### src/rtl/prime_job_sched.sv
// ============================================================================
// Module   : prime_job_sched
// Purpose  : Bus-mapped FIFO of prime-index jobs dispatched to a prime engine.
// Revision : 1.0
// ============================================================================
`default_nettype none

module prime_job_sched #(
  parameter int DEPTH     = 4,
  parameter int MAX_INDEX = 1000,
  parameter int TIMEOUT   = 65535
) (
  input  logic        clk,
  input  logic        reset,
  input  logic [15:0] saddress,
  input  logic        swr,
  input  logic        srd,
  input  logic [31:0] sdata_in,
  output logic [31:0] sdata_out,
  output logic        eng_start,
  output logic [9:0]  eng_index,
  input  logic        eng_done,
  input  logic [31:0] eng_result,
  output logic [31:0] gpio_out
);

  localparam int AW = $clog2(DEPTH);
  localparam int CW = AW + 1;

  localparam logic [1:0] ST_IDLE  = 2'd0;
  localparam logic [1:0] ST_ISSUE = 2'd1;
  localparam logic [1:0] ST_WAIT  = 2'd2;

  localparam logic [15:0] ADDR_PUSH   = 16'h0258;
  localparam logic [15:0] ADDR_RESULT = 16'h0268;
  localparam logic [15:0] ADDR_STATUS = 16'h0270;
  localparam logic [15:0] ADDR_CTRL   = 16'h0278;

  localparam logic [31:0]   NO_RESULT = 32'hAAAA_AAAA;
  localparam logic [31:0]   MAX_IDX   = 32'(MAX_INDEX);
  localparam logic [31:0]   TMO       = 32'(TIMEOUT);
  localparam logic [CW-1:0] FULL      = CW'(DEPTH);

  logic [1:0]    state_q, state_d;
  logic          swr_q, srd_q;
  logic [9:0]    queue_q [DEPTH];
  logic [9:0]    queue_d [DEPTH];
  logic [AW-1:0] wr_ptr_q, wr_ptr_d, rd_ptr_q, rd_ptr_d;
  logic [CW-1:0] count_q, count_d;
  logic [31:0]   wait_cnt_q, wait_cnt_d;
  logic [31:0]   result_q, result_d;
  logic          res_valid_q, res_valid_d;
  logic          overflow_q, overflow_d;
  logic          bad_idx_q, bad_idx_d;
  logic          timeout_q, timeout_d;
  logic [15:0]   done_cnt_q, done_cnt_d;
  logic [31:0]   sdata_out_q, sdata_out_d;

  logic       wr_edge, rd_edge, push_req, idx_bad, push_ok, pop;
  logic       flush, clr, capture, expire, busy;
  logic [9:0] push_idx;
  logic [2:0] count3;
  logic       unused_bits;

  assign wr_edge  = swr & ~swr_q;
  assign rd_edge  = srd & ~srd_q;
  assign push_idx = sdata_in[9:0];
  assign push_req = wr_edge && (saddress == ADDR_PUSH);
  assign idx_bad  = (push_idx == 10'd0) || ({22'd0, push_idx} > MAX_IDX);
  assign push_ok  = push_req && !idx_bad && (count_q != FULL);
  assign pop      = (state_q == ST_ISSUE);
  assign flush    = wr_edge && (saddress == ADDR_CTRL) && sdata_in[1];
  assign clr      = wr_edge && (saddress == ADDR_CTRL) && sdata_in[0];
  assign capture  = (state_q == ST_WAIT) && eng_done;
  // Expires on the TIMEOUT-th waiting cycle that has no completion.
  assign expire   = (state_q == ST_WAIT) && !eng_done && ((wait_cnt_q + 32'd1) >= TMO);
  assign busy     = (state_q != ST_IDLE) || (count_q != '0);
  assign count3   = 3'(count_q);

  assign unused_bits = &{1'b0, sdata_in[31:10]};

  assign sdata_out = sdata_out_q;
  assign gpio_out  = {16'd0, done_cnt_q};

  always_ff @(posedge clk or posedge reset) begin
    if (reset) begin
      state_q <= ST_IDLE;
    end else begin
      state_q <= state_d;
    end
  end

  always_comb begin
    state_d = state_q;
    case (state_q)
      ST_IDLE:  if ((count_q != '0) && !res_valid_q) state_d = ST_ISSUE;
      ST_ISSUE: state_d = ST_WAIT;
      ST_WAIT:  if (eng_done || expire) state_d = ST_IDLE;
      default:  state_d = ST_IDLE;
    endcase
  end

  always_comb begin
    eng_start = 1'b0;
    eng_index = 10'd0;
    if (state_q == ST_ISSUE) begin
      eng_start = 1'b1;
      eng_index = queue_q[rd_ptr_q];
    end
  end

  always_comb begin
    queue_d     = queue_q;
    wr_ptr_d    = wr_ptr_q;
    rd_ptr_d    = rd_ptr_q;
    count_d     = count_q;
    wait_cnt_d  = wait_cnt_q;
    result_d    = result_q;
    res_valid_d = res_valid_q;
    overflow_d  = overflow_q;
    bad_idx_d   = bad_idx_q;
    timeout_d   = timeout_q;
    done_cnt_d  = done_cnt_q;
    sdata_out_d = sdata_out_q;

    if (flush) begin
      wr_ptr_d = '0;
      rd_ptr_d = '0;
      count_d  = '0;
    end else begin
      if (push_ok) begin
        queue_d[wr_ptr_q] = push_idx;
        wr_ptr_d          = wr_ptr_q + 1'b1;
      end
      if (pop) rd_ptr_d = rd_ptr_q + 1'b1;
      case ({push_ok, pop})
        2'b10:   count_d = count_q + 1'b1;
        2'b01:   count_d = count_q - 1'b1;
        default: count_d = count_q;
      endcase
    end

    if (clr) begin
      overflow_d = 1'b0;
      bad_idx_d  = 1'b0;
      timeout_d  = 1'b0;
    end
    if (push_req && idx_bad) bad_idx_d = 1'b1;
    if (push_req && !idx_bad && (count_q == FULL)) overflow_d = 1'b1;

    if (rd_edge) begin
      case (saddress)
        ADDR_RESULT: begin
          if (res_valid_q) begin
            sdata_out_d = result_q;
            res_valid_d = 1'b0;
          end else begin
            sdata_out_d = NO_RESULT;
          end
        end
        ADDR_STATUS: sdata_out_d = {24'd0, timeout_q, bad_idx_q, overflow_q,
                                    count3, res_valid_q, busy};
        default:     sdata_out_d = 32'd0;
      endcase
    end

    if (state_q == ST_ISSUE) wait_cnt_d = 32'd0;
    else if (state_q == ST_WAIT) wait_cnt_d = wait_cnt_q + 32'd1;

    // A completion or expiry lands after the read so a fresh result survives.
    if (capture) begin
      result_d    = eng_result;
      res_valid_d = 1'b1;
      done_cnt_d  = done_cnt_q + 16'd1;
    end else if (expire) begin
      result_d    = NO_RESULT;
      res_valid_d = 1'b1;
      timeout_d   = 1'b1;
    end
  end

  always_ff @(posedge clk or posedge reset) begin
    if (reset) begin
      swr_q       <= 1'b0;
      srd_q       <= 1'b0;
      for (int i = 0; i < DEPTH; i++) queue_q[i] <= 10'd0;
      wr_ptr_q    <= '0;
      rd_ptr_q    <= '0;
      count_q     <= '0;
      wait_cnt_q  <= 32'd0;
      result_q    <= 32'd0;
      res_valid_q <= 1'b0;
      overflow_q  <= 1'b0;
      bad_idx_q   <= 1'b0;
      timeout_q   <= 1'b0;
      done_cnt_q  <= 16'd0;
      sdata_out_q <= 32'd0;
    end else begin
      swr_q       <= swr;
      srd_q       <= srd;
      queue_q     <= queue_d;
      wr_ptr_q    <= wr_ptr_d;
      rd_ptr_q    <= rd_ptr_d;
      count_q     <= count_d;
      wait_cnt_q  <= wait_cnt_d;
      result_q    <= result_d;
      res_valid_q <= res_valid_d;
      overflow_q  <= overflow_d;
      bad_idx_q   <= bad_idx_d;
      timeout_q   <= timeout_d;
      done_cnt_q  <= done_cnt_d;
      sdata_out_q <= sdata_out_d;
    end
  end

endmodule

`default_nettype wire
### config.mk
export PLATFORM = sky130hd
export DESIGN_NAME = prime_job_sched
export DESIGN_NICKNAME = d
export VERILOG_FILES = /design/src/rtl/prime_job_sched.sv
export SDC_FILE = /design/constraint.sdc
export NUM_CORES = 1
export LEC_CHECK = 0
export ABC_CLOCK_PERIOD_IN_PS = 7800
export BUFFER_PORTS_ARGS = -buffer_cell sky130_fd_sc_hd__buf_2
export CAP_MARGIN = 15
export CELL_PAD_IN_SITES_DETAIL_PLACEMENT = 0
export CELL_PAD_IN_SITES_GLOBAL_PLACEMENT = 1
export CORE_MARGIN = 2
export CORE_UTILIZATION = 43
export CTS_CLUSTER_DIAMETER = 120
export DETAILED_ROUTE_END_ITERATION = 10
export PLACE_DENSITY_LB_ADDON = 0.1
export RECOVER_POWER = 50
export SYNTH_ARGS = -nofsm -noshare
export SYNTH_HDL_FRONTEND = slang
export SYNTH_SLANG_ARGS = --single-unit
export TNS_END_PERCENT = 10
### constraint.sdc
create_clock -name clk -period 7.8 [get_ports clk]
set_clock_uncertainty 0.05 [all_clocks]
set_input_delay 1.56 -clock clk [delete_from_list [all_inputs] [get_ports clk]]
set_output_delay 1.56 -clock clk [all_outputs]
set_load 0.005 [all_outputs]
==> results of run 1 <==
==> placed cells by master, fill, tap and decap left out, types with 8 or more instances in the layout <==
master and instances:
sky130_fd_sc_hd__o21ai_0 55, sky130_fd_sc_hd__dfrtp_1 167, sky130_fd_sc_hd__nand2_1 100, sky130_fd_sc_hd__clkbuf_16 17, sky130_fd_sc_hd__ha_1 10, sky130_fd_sc_hd__conb_1 16
sky130_fd_sc_hd__xor2_1 14, sky130_fd_sc_hd__nand4_1 9, sky130_fd_sc_hd__nand3_1 22, sky130_fd_sc_hd__mux4_2 10, sky130_fd_sc_hd__nor2_1 66, sky130_fd_sc_hd__clkbuf_1 42
sky130_fd_sc_hd__inv_1 29, sky130_fd_sc_hd__buf_2 81, sky130_fd_sc_hd__xnor2_1 18, sky130_fd_sc_hd__nor3_1 9, sky130_fd_sc_hd__a21oi_1 31, sky130_fd_sc_hd__mux2_2 39
sky130_fd_sc_hd__nor4_1 8, sky130_fd_sc_hd__a22o_1 33, sky130_fd_sc_hd__and2_1 12, sky130_fd_sc_hd__and3_1 11, sky130_fd_sc_hd__o31ai_1 23
==> critical path, cell delays in order <==
cell	delay [ns]
sky130_fd_sc_hd__buf_2	0.09
sky130_fd_sc_hd__or4_1	0.51
sky130_fd_sc_hd__nor4_1	0.36
sky130_fd_sc_hd__and4b_1	0.31
sky130_fd_sc_hd__nand3b_1	0.63
sky130_fd_sc_hd__nor3_2	1.09
sky130_fd_sc_hd__a221o_1	0.29
==> layer usage <==
layer / share of wire / track usage / vias to the layer above
li1: - / - / 3007
met1: 0.47 / 0.271 / 3122
met2: 0.49 / 0.322 / 116
met3: 0.029 / 0.0340 / 10
met4: 0.0097 / 0.0526 / 0
met5: 0 / 0 / -
==> final timing paths <==
check	startpoint	to	cells past startpoint
setup reg to reg	wait_cnt_q[1]	result_q[10]	10
min in group asynchronous	reset	done_cnt_q[10]	2
max in group asynchronous	reset	count3[0]	4
hold reg to reg	done_cnt_q[15]	done_cnt_q[15]	1
hold / removal	done_cnt_q[15]	done_cnt_q[15]	1
setup / recovery	saddress[13]	sdata_out[4]	7
==> flip-flops by register name, summed over array words and instances, names as in the netlist <==
signal,cells
bad_idx_q,1
count3,3
done_cnt_q,16
overflow_q,1
queue_q,40
rd_ptr_q,2
res_valid_q,1
result_q,32
sdata_out,32
srd_q,1
state_q,2
swr_q,1
timeout_q,1
wait_cnt_q,32
wr_ptr_q,2
==> kinds of logic (layout without fill, tap and decap cells) <==
logic type | Yosys count | count (layout) | synth area share
and+or+nand+nor | 284 | 284 | 0.179
AOI/OAI and AO/OA | 164 | 164 | 0.132
buffers and inverters | 93 | 188 | 0.0551
muxes | 53 | 53 | 0.0840
other | 1 | 16 | 0.000447
adders and majority gates | 11 | 11 | 0.0173
xor gates and xnor gates | 32 | 32 | 0.0334
DFF | 167 | 167 | 0.499
==> where the power goes <==
part           switching (mW)  internal [mW]
Combinational           0.258          0.171
Clock                   0.373          0.490
Sequential              0.124          0.979
==> metrics by stage <==
stage	hold WS [ns]	std cells	cell area [µm²]	utilization	power, mW
2_1_floorplan	0.395	820	8440	-	1.42
3_3_place_gp	0.407	1147	9060	0.470	1.53
3_5_place_dp	0.408	1147	9060	0.470	1.55
4_1_cts	0.422	1179	9670	0.502	2.43
5_1_grt	0.451	1180	9640	0.500	2.55
6_report	0.421	1180	9640	0.500	2.39
==> synth_stat cells, drive strengths merged (10+ instances only) <==
| master | n |
|---|---|
| a21oi | 31 |
| a22o | 33 |
| and2 | 13 |
| and3 | 14 |
| buf | 35 |
| clkbuf | 28 |
| dfrtp | 167 |
| ha | 10 |
| inv | 30 |
| mux2 | 39 |
| mux4 | 10 |
| nand2 | 100 |
| nand3 | 24 |
| nand4 | 14 |
| nor2 | 67 |
| nor3 | 14 |
| nor4 | 11 |
| o21ai | 56 |
| o31ai | 24 |
| xnor2 | 18 |
| xor2 | 14 |
==> layout make-up <==
| cell class | count | area (µm²) |
|---|---|---|
| multi-input cells | 560 | 3800 |
| repair buffers | 126 | 609 |
| clock inverters | 13 | 160 |
| flip-flops and latches | 167 | 4180 |
| clock buffers | 19 | 443 |
| inverters | 30 | 114 |
| well taps | 265 | 332 |
| fillers | 1842 | 9630 |
==> run_summary.xml, run 1 <==
<?xml version="1.0" encoding="UTF-8"?>
<metrics>
  <group name="layout">
    <metric name="n_antenna_cell" unit="">0</metric>
    <metric name="nNetsFinal" unit="">998</metric>
    <metric name="area_growth_syn_to_layout" unit="%">15.0</metric>
    <metric name="post_route_cells_drive_above_1_share" unit="">0.209</metric>
  </group>
  <group name="clock_tree">
    <metric name="ctsHoldBuffers" unit="">0</metric>
    <metric name="ctsLongestPathBuffers" unit="">2</metric>
    <metric name="clock-root-buffer" unit="">sky130_fd_sc_hd__clkbuf_16</metric>
    <metric name="cts_resized" unit="">0</metric>
    <metric name="clock_insertion_delay_worst_skew" unit="ns">0.42</metric>
    <metric name="clkSlewWorstSetupHoldPaths" unit="ns">0.07</metric>
    <metric name="postCtsSetupBuffers" unit="">0</metric>
    <metric name="htree_levels" unit="">4</metric>
    <metric name="cts_tree" unit="">built</metric>
    <metric name="tritoncts_num_sinks" unit="">167</metric>
    <metric name="cts_inserted_buffers" unit="">17</metric>
  </group>
  <group name="global_routing">
    <metric name="grt_antenna_before_repair" unit="">0</metric>
    <metric name="grt_pass1_wl" unit="mm">32.1</metric>
    <metric name="global_route.overflow_total" unit="">0</metric>
    <metric name="grt_start_max_net_pins" unit="">87</metric>
    <metric name="first_global_vias" unit="">6231</metric>
    <metric name="gr-usage-all-layers" unit="">0.197</metric>
  </group>
  <group name="sta">
    <metric name="timing.final.setup_violations" unit="">0</metric>
    <metric name="min_tclk_post_route" unit="ns">4.56</metric>
    <metric name="max-slew-margin-rel" unit="">-1.46</metric>
    <metric name="final_max_slew_viol_count" unit="">83</metric>
    <metric name="setup_ws" unit="ns">3.24</metric>
    <metric name="layout_worst_path_cycle_share" unit="">0.584</metric>
    <metric name="worst_margin_slew" unit="ns">3.67</metric>
    <metric name="max_freq" unit="GHz">0.219</metric>
    <metric name="fin_tns_setup" unit="ns">0</metric>
    <metric name="grt_setup_unrepaired" unit="">false</metric>
    <metric name="final-hold-violation-count" unit="">0</metric>
  </group>
  <group name="floorplan">
    <metric name="start_util" unit="">0.435</metric>
    <metric name="top_level_ports" unit="">160</metric>
    <metric name="num_rows" unit="">51</metric>
    <metric name="chipWidth" unit="µm">144</metric>
    <metric name="core" unit="µm²">19300</metric>
    <metric name="dieArea" unit="µm²">20600</metric>
    <metric name="chipHeight" unit="µm">144</metric>
  </group>
  <group name="route">
    <metric name="dr.first_iter.drc_count" unit="">498</metric>
    <metric name="postRouteWirelength" unit="mm">19.5</metric>
    <metric name="detail-route-antenna-nets" unit="">0</metric>
    <metric name="drt_drc_violations_left" unit="">0</metric>
    <metric name="via_count" unit="">6255</metric>
    <metric name="first_pass_iters" unit="">4</metric>
    <metric name="routed_via_density" unit="">5.30</metric>
    <metric name="drt-wirelength-per-cell" unit="µm">16.5</metric>
  </group>
  <group name="setup_path">
    <metric name="crit_path_end_kind" unit="">flop</metric>
    <metric name="crit_path_start_kind" unit="">input port</metric>
    <metric name="worst-r2r-setup-slack" unit="ns">4.18</metric>
    <metric name="worst_setup_path_type" unit="">in -&gt; reg</metric>
    <metric name="worstPathMaxFanout" unit="">18</metric>
    <metric name="cp_data_required_time" unit="ns">8.11</metric>
    <metric name="worst_ep_arrival_time" unit="ns">4.86</metric>
  </group>
  <group name="place">
    <metric name="dp_hpwl" unit="mm">13.0</metric>
    <metric name="dp_slack" unit="ns">2.80</metric>
    <metric name="portBuffers" unit="">121</metric>
    <metric name="place_congestion" unit="">0.821</metric>
  </group>
  <group name="logic_synthesis">
    <metric name="postSynthCellCount" unit="">805</metric>
    <metric name="predominant_post_synthesis_flop_cell" unit="">sky130_fd_sc_hd__dfrtp_1</metric>
    <metric name="synth_top_cells_by_area" unit="">sky130_fd_sc_hd__dfrtp_1 50%, sky130_fd_sc_hd__mux2_2 5.2%, sky130_fd_sc_hd__nand2_1 4.5%</metric>
    <metric name="synth-edff-count" unit="">0</metric>
    <metric name="yosys_warnings" unit="">0</metric>
    <metric name="synth_area_per_cell" unit="µm²">10.4</metric>
    <metric name="synth-seq-cells" unit="">167</metric>
    <metric name="syn_std_cell_area" unit="µm²">8380</metric>
    <metric name="synth_area_leader_cell" unit="">sky130_fd_sc_hd__dfrtp_1</metric>
    <metric name="synthArstFlopShare" unit="">1.00</metric>
    <metric name="share_of_the_synthesized_area_in_the_top_cell_type" unit="">0.499</metric>
    <metric name="synth.yosys.seq_area_share" unit="">0.499</metric>
    <metric name="synth.lib_cells_used.distinct" unit="">66</metric>
  </group>
  <group name="power_and_ir_drop">
    <metric name="vdd_drop_max" unit="V">0.000179</metric>
    <metric name="p_leak" unit="nW">4.54</metric>
    <metric name="power_density" unit="nW/µm²">249</metric>
  </group>
  <group name="min_path">
    <metric name="worst_hold_path_type" unit="">reg -&gt; reg</metric>
  </group>
  <group name="run_status">
    <metric name="violations" unit="">max-capacitance violations, max-slew violations</metric>
    <metric name="result_of_the_run" unit="">finished, violations left</metric>
  </group>
  <group name="run">
    <metric name="maxCapViolations" unit="">1</metric>
  </group>
</metrics>
(Power assumes the default switching activity.)
==> inputs of run 2 (changes only) <==
Settings changed: ABC_CLOCK_PERIOD_IN_PS 7800 to 4700.
Clock period 7.8 ns to 4.7 ns, I/O delays scaled along.
==> run 2 against run 1 <==
  * The run still ends with max-capacitance violations, max-slew violations left
  * Final area rose by 0.23%
  * Die area stayed put
  * Power rose by 66%
  * Utilization up 0.12 points
  * Critical path depth up 3
  * First-iteration DRC count down 23%
  * Count of clock-buffer cells in the layout stayed put
  * Clock power is 66% higher
  * Register-to-register slack got worse by 3.1 ns
  * Sequential power is 66% higher
  * Final cell count increased by 0.17%
==> run_summary.xml, run 2 (synthesized netlist as in run 1, its figures left out) <==
<?xml version="1.0" encoding="UTF-8"?>
<metrics>
  <group name="clock_tree">
    <metric name="ctsLongestPathBuffers" unit="">2</metric>
    <metric name="clock-root-buffer" unit="">sky130_fd_sc_hd__clkbuf_16</metric>
    <metric name="cts_resized" unit="">0</metric>
    <metric name="ctsHoldBuffers" unit="">0</metric>
    <metric name="htree_levels" unit="">4</metric>
    <metric name="postCtsSetupBuffers" unit="">0</metric>
    <metric name="clock_insertion_delay_worst_skew" unit="ns">0.42</metric>
    <metric name="cts_tree" unit="">built</metric>
    <metric name="clkSlewWorstSetupHoldPaths" unit="ns">0.07</metric>
    <metric name="cts_inserted_buffers" unit="">17</metric>
    <metric name="tritoncts_num_sinks" unit="">167</metric>
  </group>
  <group name="floorplan">
    <metric name="top_level_ports" unit="">160</metric>
    <metric name="chipWidth" unit="µm">144</metric>
    <metric name="start_util" unit="">0.435</metric>
    <metric name="dieArea" unit="µm²">20600</metric>
    <metric name="chipHeight" unit="µm">144</metric>
    <metric name="num_rows" unit="">51</metric>
    <metric name="core" unit="µm²">19300</metric>
  </group>
  <group name="min_path">
    <metric name="worst_hold_path_type" unit="">reg -&gt; reg</metric>
    <metric name="hold_path_depth" unit="">1</metric>
  </group>
  <group name="sta">
    <metric name="min_tclk_post_route" unit="ns">3.59</metric>
    <metric name="timing.final.setup_violations" unit="">0</metric>
    <metric name="grt_setup_unrepaired" unit="">false</metric>
    <metric name="setup_ws" unit="ns">1.11</metric>
    <metric name="layout_worst_path_cycle_share" unit="">0.764</metric>
    <metric name="final-hold-violation-count" unit="">0</metric>
    <metric name="max-slew-margin-rel" unit="">-0.808</metric>
    <metric name="final_max_slew_viol_count" unit="">111</metric>
    <metric name="worst_margin_slew" unit="ns">2.71</metric>
    <metric name="fin_tns_setup" unit="ns">0</metric>
    <metric name="max_freq" unit="GHz">0.278</metric>
  </group>
  <group name="setup_path">
    <metric name="crit_path_frequent_cell" unit="">sky130_fd_sc_hd__nand3_1</metric>
    <metric name="worst_ep_arrival_time" unit="ns">3.83</metric>
    <metric name="crit_path_top_delay_cell" unit="">sky130_fd_sc_hd__dfrtp_1</metric>
    <metric name="worstPathMaxFanout" unit="">33</metric>
    <metric name="crit_path_start_kind" unit="">flop</metric>
    <metric name="crit_path_end_kind" unit="">flop</metric>
    <metric name="critical-path-max-stage-delay" unit="ns">0.50</metric>
    <metric name="reg2regPathDepth" unit="">10</metric>
    <metric name="worst_setup_path_type" unit="">reg -&gt; reg</metric>
    <metric name="timing.critical_path.cells" unit="">ha_1 &gt; nand3_1 &gt; nor4_4 &gt; nand3_1 &gt; nor4_1 &gt; xnor2_1 &gt; nand4_4 &gt; o31ai_4 &gt; buf_4 &gt; a21oi_1</metric>
    <metric name="cp_data_required_time" unit="ns">4.94</metric>
  </group>
  <group name="route">
    <metric name="dr.first_iter.drc_count" unit="">381</metric>
    <metric name="drt_drc_violations_left" unit="">0</metric>
    <metric name="first_pass_iters" unit="">4</metric>
    <metric name="detail-route-antenna-nets" unit="">0</metric>
    <metric name="routed_via_density" unit="">5.30</metric>
    <metric name="drt-wirelength-per-cell" unit="µm">16.5</metric>
    <metric name="postRouteWirelength" unit="mm">19.5</metric>
    <metric name="via_count" unit="">6267</metric>
  </group>
  <group name="power_and_ir_drop">
    <metric name="power_density" unit="nW/µm²">413</metric>
    <metric name="swShare" unit="">0.323</metric>
    <metric name="net-switching-power" unit="mW">1.29</metric>
    <metric name="p_leak" unit="nW">4.64</metric>
    <metric name="vdd_drop_max" unit="V">0.000237</metric>
    <metric name="power_frac_comb" unit="">0.181</metric>
    <metric name="power_frac_seq" unit="">0.460</metric>
    <metric name="clock_power_share" unit="">0.359</metric>
    <metric name="p_int" unit="mW">2.70</metric>
  </group>
  <group name="run_status">
    <metric name="result_of_the_run" unit="">finished, violations left</metric>
    <metric name="violations" unit="">max-capacitance violations, max-slew violations</metric>
  </group>
  <group name="place">
    <metric name="place_congestion" unit="">0.835</metric>
    <metric name="dp_slack" unit="ns">0.747</metric>
    <metric name="portBuffers" unit="">121</metric>
    <metric name="dp_hpwl" unit="mm">13.0</metric>
  </group>
  <group name="layout">
    <metric name="largest_register" unit="">queue_q</metric>
    <metric name="nNetsFinal" unit="">1000</metric>
    <metric name="n_antenna_cell" unit="">0</metric>
    <metric name="area_growth_syn_to_layout" unit="%">15.2</metric>
    <metric name="storage_cell_area" unit="µm²">4180</metric>
    <metric name="largest_register_ffs" unit="">40</metric>
    <metric name="mostFrequentLayoutCell" unit="">sky130_fd_sc_hd__dfrtp_1</metric>
    <metric name="mostFrequentLayoutCells" unit="">167 x sky130_fd_sc_hd__dfrtp_1, 101 x sky130_fd_sc_hd__buf_2, 100 x sky130_fd_sc_hd__nand2_1</metric>
    <metric name="post_route_cells_drive_above_1_share" unit="">0.234</metric>
    <metric name="multi_input_comb_area" unit="µm²">3800</metric>
    <metric name="filler_cell_count" unit="">1841</metric>
  </group>
  <group name="global_routing">
    <metric name="global_route.overflow_total" unit="">0</metric>
    <metric name="grt_pass1_wl" unit="mm">31.7</metric>
    <metric name="grt_antenna_before_repair" unit="">0</metric>
    <metric name="grt_start_max_net_pins" unit="">111</metric>
    <metric name="gr-usage-all-layers" unit="">0.195</metric>
    <metric name="first_global_vias" unit="">6117</metric>
  </group>
  <group name="run">
    <metric name="maxCapViolations" unit="">1</metric>
  </group>
</metrics>
[run 2: layer usage]
metal  GRT usage  up-vias  part of all wire
li1            -     3005                 -
met1       0.261     3123              0.46
met2       0.322      119              0.49
met3      0.0370       20             0.035
met4      0.0573        0             0.015
met5           0        -                 0
[run 2: worst paths after layout]
check,startpoint,endpoint,slack (ns)
setup / recovery,wait_cnt_q[1],result_q[3],1.11
hold / removal,done_cnt_q[15],done_cnt_q[15],0.42
setup reg to reg,wait_cnt_q[1],result_q[3],1.11
hold reg to reg,done_cnt_q[15],done_cnt_q[15],0.42
max in group asynchronous,reset,wait_cnt_q[20],1.52
min in group asynchronous,reset,wait_cnt_q[4],0.69
[run 2: worst max-delay path, delay by kind of cell (launching register included)]
family	cells	cell delay [ns]
and+or+nand+nor	5	1.55
xor gates and xnor gates	1	0.23
DFF	1	0.50
buffers and inverters	1	0.39
adders and majority gates	1	0.36
AOI/OAI and AO/OA	2	0.38
[run 2: power groups by stage]
stage               clock (mW)  sequential (mW)  combinational (mW)
floorplan                    0             1.75               0.612
CTS                       1.46             1.83               0.735
global placement             0             1.85               0.707
detailed placement           0             1.86               0.731
finish                    1.43             1.83               0.721
global route              1.52             1.87               0.822
[run 2: stage by stage]
step / area [µm²] / std cells / total power, mW / util / hold slack, ns
after floorplan: 8440 / 820 / 2.36 / - / 0.395
after global placement: 9100 / 1150 / 2.55 / 0.472 / 0.406
after detailed placement: 9100 / 1150 / 2.59 / 0.472 / 0.409
after CTS: 9700 / 1182 / 4.03 / 0.503 / 0.423
after global routing: 9660 / 1182 / 4.21 / 0.501 / 0.451
final: 9660 / 1182 / 3.99 / 0.501 / 0.421
[run 2: layout make-up]
type                    count  share of cell area
multi-input cells         560               0.393
inverters                  30              0.0118
clock inverters            13              0.0157
well taps                 265              0.0343
repair buffers            128              0.0653
flip-flops and latches    167               0.433
clock buffers              19              0.0469
==> inputs of run 3 (changes only) <==
Settings changed: ABC_CLOCK_PERIOD_IN_PS 4700 to 3000, CORE_UTILIZATION 43 to 39.
Clock period 4.7 ns to 3 ns, I/O delays scaled along.
==> run 3 against run 2 <==
  * The run still ends with max-capacitance violations, max-slew violations left
  * Worst setup slack lost 0.99 ns
  * Global-route usage shrank 0.57 points
  * Hold slack lost 0.18 ns
  * First-iteration DRC count shrank 5.5%
  * Final cell count grew 4.5%
  * Utilization shrank 2.1 points
  * Final area grew 4.8%
  * Routed wire length grew 5.2%
  * Sequential power grew 52%
  * Clock power grew 64%
  * Sequential share of layout area shrank 2.0 points
  * Largest cell class unchanged
  * Highest routed layer unchanged
==> run_summary.xml, run 3 (synthesized netlist as in run 1, its figures left out) <==
<?xml version="1.0" encoding="UTF-8"?>
<metrics>
  <group name="route">
    <metric name="via_count" unit="">6474</metric>
    <metric name="first_pass_iters" unit="">4</metric>
    <metric name="routed_via_density" unit="">5.24</metric>
    <metric name="drt-wirelength-per-cell" unit="µm">16.6</metric>
    <metric name="postRouteWirelength" unit="mm">20.5</metric>
    <metric name="dr.first_iter.drc_count" unit="">360</metric>
    <metric name="drt_drc_violations_left" unit="">0</metric>
    <metric name="detail-route-antenna-nets" unit="">0</metric>
  </group>
  <group name="layout">
    <metric name="largest_register" unit="">queue_q</metric>
    <metric name="mostFrequentLayoutCell" unit="">sky130_fd_sc_hd__dfrtp_1</metric>
    <metric name="nNetsFinal" unit="">1044</metric>
    <metric name="mostFrequentLayoutCells" unit="">166 x sky130_fd_sc_hd__dfrtp_1, 102 x sky130_fd_sc_hd__buf_2, 100 x sky130_fd_sc_hd__nand2_1</metric>
    <metric name="design_area" unit="µm²">10100</metric>
    <metric name="post_route_cells_drive_above_1_share" unit="">0.271</metric>
    <metric name="n_antenna_cell" unit="">0</metric>
    <metric name="area_growth_syn_to_layout" unit="%">20.7</metric>
    <metric name="final_core_utilization" unit="">0.480</metric>
    <metric name="largest_register_ffs" unit="">40</metric>
  </group>
  <group name="setup_path">
    <metric name="worst_ep_arrival_time" unit="ns">3.14</metric>
    <metric name="worstPathMaxFanout" unit="">6</metric>
    <metric name="critical-path-max-stage-delay" unit="ns">0.45</metric>
    <metric name="cp_data_required_time" unit="ns">3.26</metric>
    <metric name="crit_path_start_kind" unit="">flop</metric>
    <metric name="crit_path_top_delay_cell" unit="">sky130_fd_sc_hd__dfrtp_1</metric>
    <metric name="timing.critical_path.cells" unit="">and3_1 &gt; buf_4 &gt; and3_2 &gt; or2_2 &gt; a2111oi_0 &gt; o21ai_1 &gt; o31ai_1 &gt; mux2_2</metric>
    <metric name="reg2regPathDepth" unit="">8</metric>
    <metric name="crit_path_end_kind" unit="">flop</metric>
    <metric name="worst_setup_path_type" unit="">reg -&gt; reg</metric>
  </group>
  <group name="sta">
    <metric name="layout_worst_path_cycle_share" unit="">0.960</metric>
    <metric name="grt_setup_unrepaired" unit="">false</metric>
    <metric name="max-slew-margin-rel" unit="">-0.426</metric>
    <metric name="final_max_slew_viol_count" unit="">87</metric>
    <metric name="worst_margin_slew" unit="ns">2.14</metric>
    <metric name="max_freq" unit="GHz">0.347</metric>
    <metric name="fin_tns_setup" unit="ns">0</metric>
    <metric name="timing.final.setup_violations" unit="">0</metric>
    <metric name="final-hold-violation-count" unit="">0</metric>
    <metric name="min_tclk_post_route" unit="ns">2.88</metric>
  </group>
  <group name="clock_tree">
    <metric name="cts_tree" unit="">built</metric>
    <metric name="ctsHoldBuffers" unit="">0</metric>
    <metric name="htree_levels" unit="">4</metric>
    <metric name="clkSlewWorstSetupHoldPaths" unit="ns">0.07</metric>
    <metric name="cts_inserted_buffers" unit="">17</metric>
    <metric name="ctsLongestPathBuffers" unit="">2</metric>
    <metric name="clock_insertion_delay_worst_skew" unit="ns">0.43</metric>
    <metric name="tritoncts_num_sinks" unit="">167</metric>
    <metric name="clock-root-buffer" unit="">sky130_fd_sc_hd__clkbuf_16</metric>
  </group>
  <group name="global_routing">
    <metric name="grt_start_max_net_pins" unit="">87</metric>
    <metric name="first_global_vias" unit="">6673</metric>
    <metric name="grt-busiest-layer" unit="">met2</metric>
    <metric name="grt_pass1_wl" unit="mm">33.9</metric>
    <metric name="global_route.usage.met1" unit="">0.250</metric>
    <metric name="met2_usage_in_global_routing" unit="">0.315</metric>
    <metric name="gr-usage-all-layers" unit="">0.189</metric>
    <metric name="grt.met3_usage" unit="">0.0355</metric>
    <metric name="grt_antenna_before_repair" unit="">0</metric>
    <metric name="global_route.overflow_total" unit="">0</metric>
  </group>
  <group name="run">
    <metric name="maxCapViolations" unit="">1</metric>
  </group>
  <group name="power_and_ir_drop">
    <metric name="p_leak" unit="nW">4.92</metric>
    <metric name="vdd_drop_max" unit="V">0.000341</metric>
    <metric name="power_density" unit="nW/µm²">638</metric>
  </group>
  <group name="floorplan">
    <metric name="core" unit="µm²">21100</metric>
    <metric name="start_util" unit="">0.397</metric>
    <metric name="top_level_ports" unit="">160</metric>
    <metric name="num_rows" unit="">53</metric>
    <metric name="dieArea" unit="µm²">22700</metric>
    <metric name="chipHeight" unit="µm">151</metric>
    <metric name="chipWidth" unit="µm">151</metric>
  </group>
  <group name="place">
    <metric name="place_congestion" unit="">0.825</metric>
    <metric name="portBuffers" unit="">121</metric>
    <metric name="placed_area" unit="µm²">9510</metric>
    <metric name="dp_hpwl" unit="mm">14.2</metric>
  </group>
  <group name="run_status">
    <metric name="result_of_the_run" unit="">finished, violations left</metric>
    <metric name="violations" unit="">max-capacitance violations, max-slew violations</metric>
  </group>
  <group name="min_path">
    <metric name="worst_hold_path_type" unit="">in -&gt; reg</metric>
    <metric name="hold_path_depth" unit="">1</metric>
  </group>
</metrics>
[run 3: cell types whose count changed in the layout (fill, tap and decap cells not counted), moves of 2 or more]
| cell | change |
|---|---|
| sky130_fd_sc_hd__buf_4 | +34 |
| sky130_fd_sc_hd__buf_12 | +6 |
| sky130_fd_sc_hd__bufinv_16 | +2 |
| sky130_fd_sc_hd__inv_8 | -2 |
[run 3: final timing paths]
check / startpoint / to / slack (ns)
worst max-delay path: wait_cnt_q[15] / state_q[1] / 0.12
worst min-delay path: swr / swr_q / 0.24
worst max register to register: wait_cnt_q[15] / state_q[1] / 0.12
worst min register to register: done_cnt_q[15] / done_cnt_q[15] / 0.42
max in group asynchronous: reset / result_q[13] / 0.68
min in group asynchronous: reset / queue_q[34] / 0.61
[run 3: stage by stage]
step	std cells	total power [mW]	setup WS, ns	hold WS, ns
2_1_floorplan	820	3.70	-0.176	0.395
3_3_place_gp	1202	4.14	-0.171	0.407
3_5_place_dp	1202	4.19	-0.222	0.416
4_1_cts	1233	6.57	0.0658	0.224
5_1_grt	1235	6.82	0.00407	0.222
6_report	1235	6.46	0.119	0.239
[run 3: layout make-up]
| class | instances | area, µm² |
|---|---|---|
| fill | 1975 | 11000 |
| sequential | 167 | 4180 |
| multi-input combinational | 560 | 3830 |
| timing repair buffer | 172 | 1020 |
| clock buffer | 18 | 439 |
| tap | 275 | 344 |
| clock inverter | 13 | 189 |
| inverter | 30 | 114 |
[run 3: report_power, final]
group | internal [mW] | total [mW] | switching [mW]
Sequential | 2.55 | 2.79 | 0.242
Clock | 1.36 | 2.35 | 0.995
Combinational | 0.534 | 1.32 | 0.785
[run 3: repair_timing]
action                                  in CTS  in global routing
resized for setup                            0                  6
buffers inserted                             0                  2
endpoints found under the setup margin       0                 35
[run 3: worst max-delay path, delay by kind of cell, from the launching register on]
family / cells / cell delay (ns)
muxes: 1 / 0.37
AOI/OAI and AO/OA: 3 / 0.95
and+or+nand+nor: 3 / 0.76
DFF: 1 / 0.45
buffers and inverters: 1 / 0.17
[run 3: per-layer routing]
metal / vias to the layer above / wire (µm)
met5: - / 0
met4: 0 / 327
met3: 23 / 726
met2: 142 / 10200
met1: 3219 / 9250
li1: 3090 / -
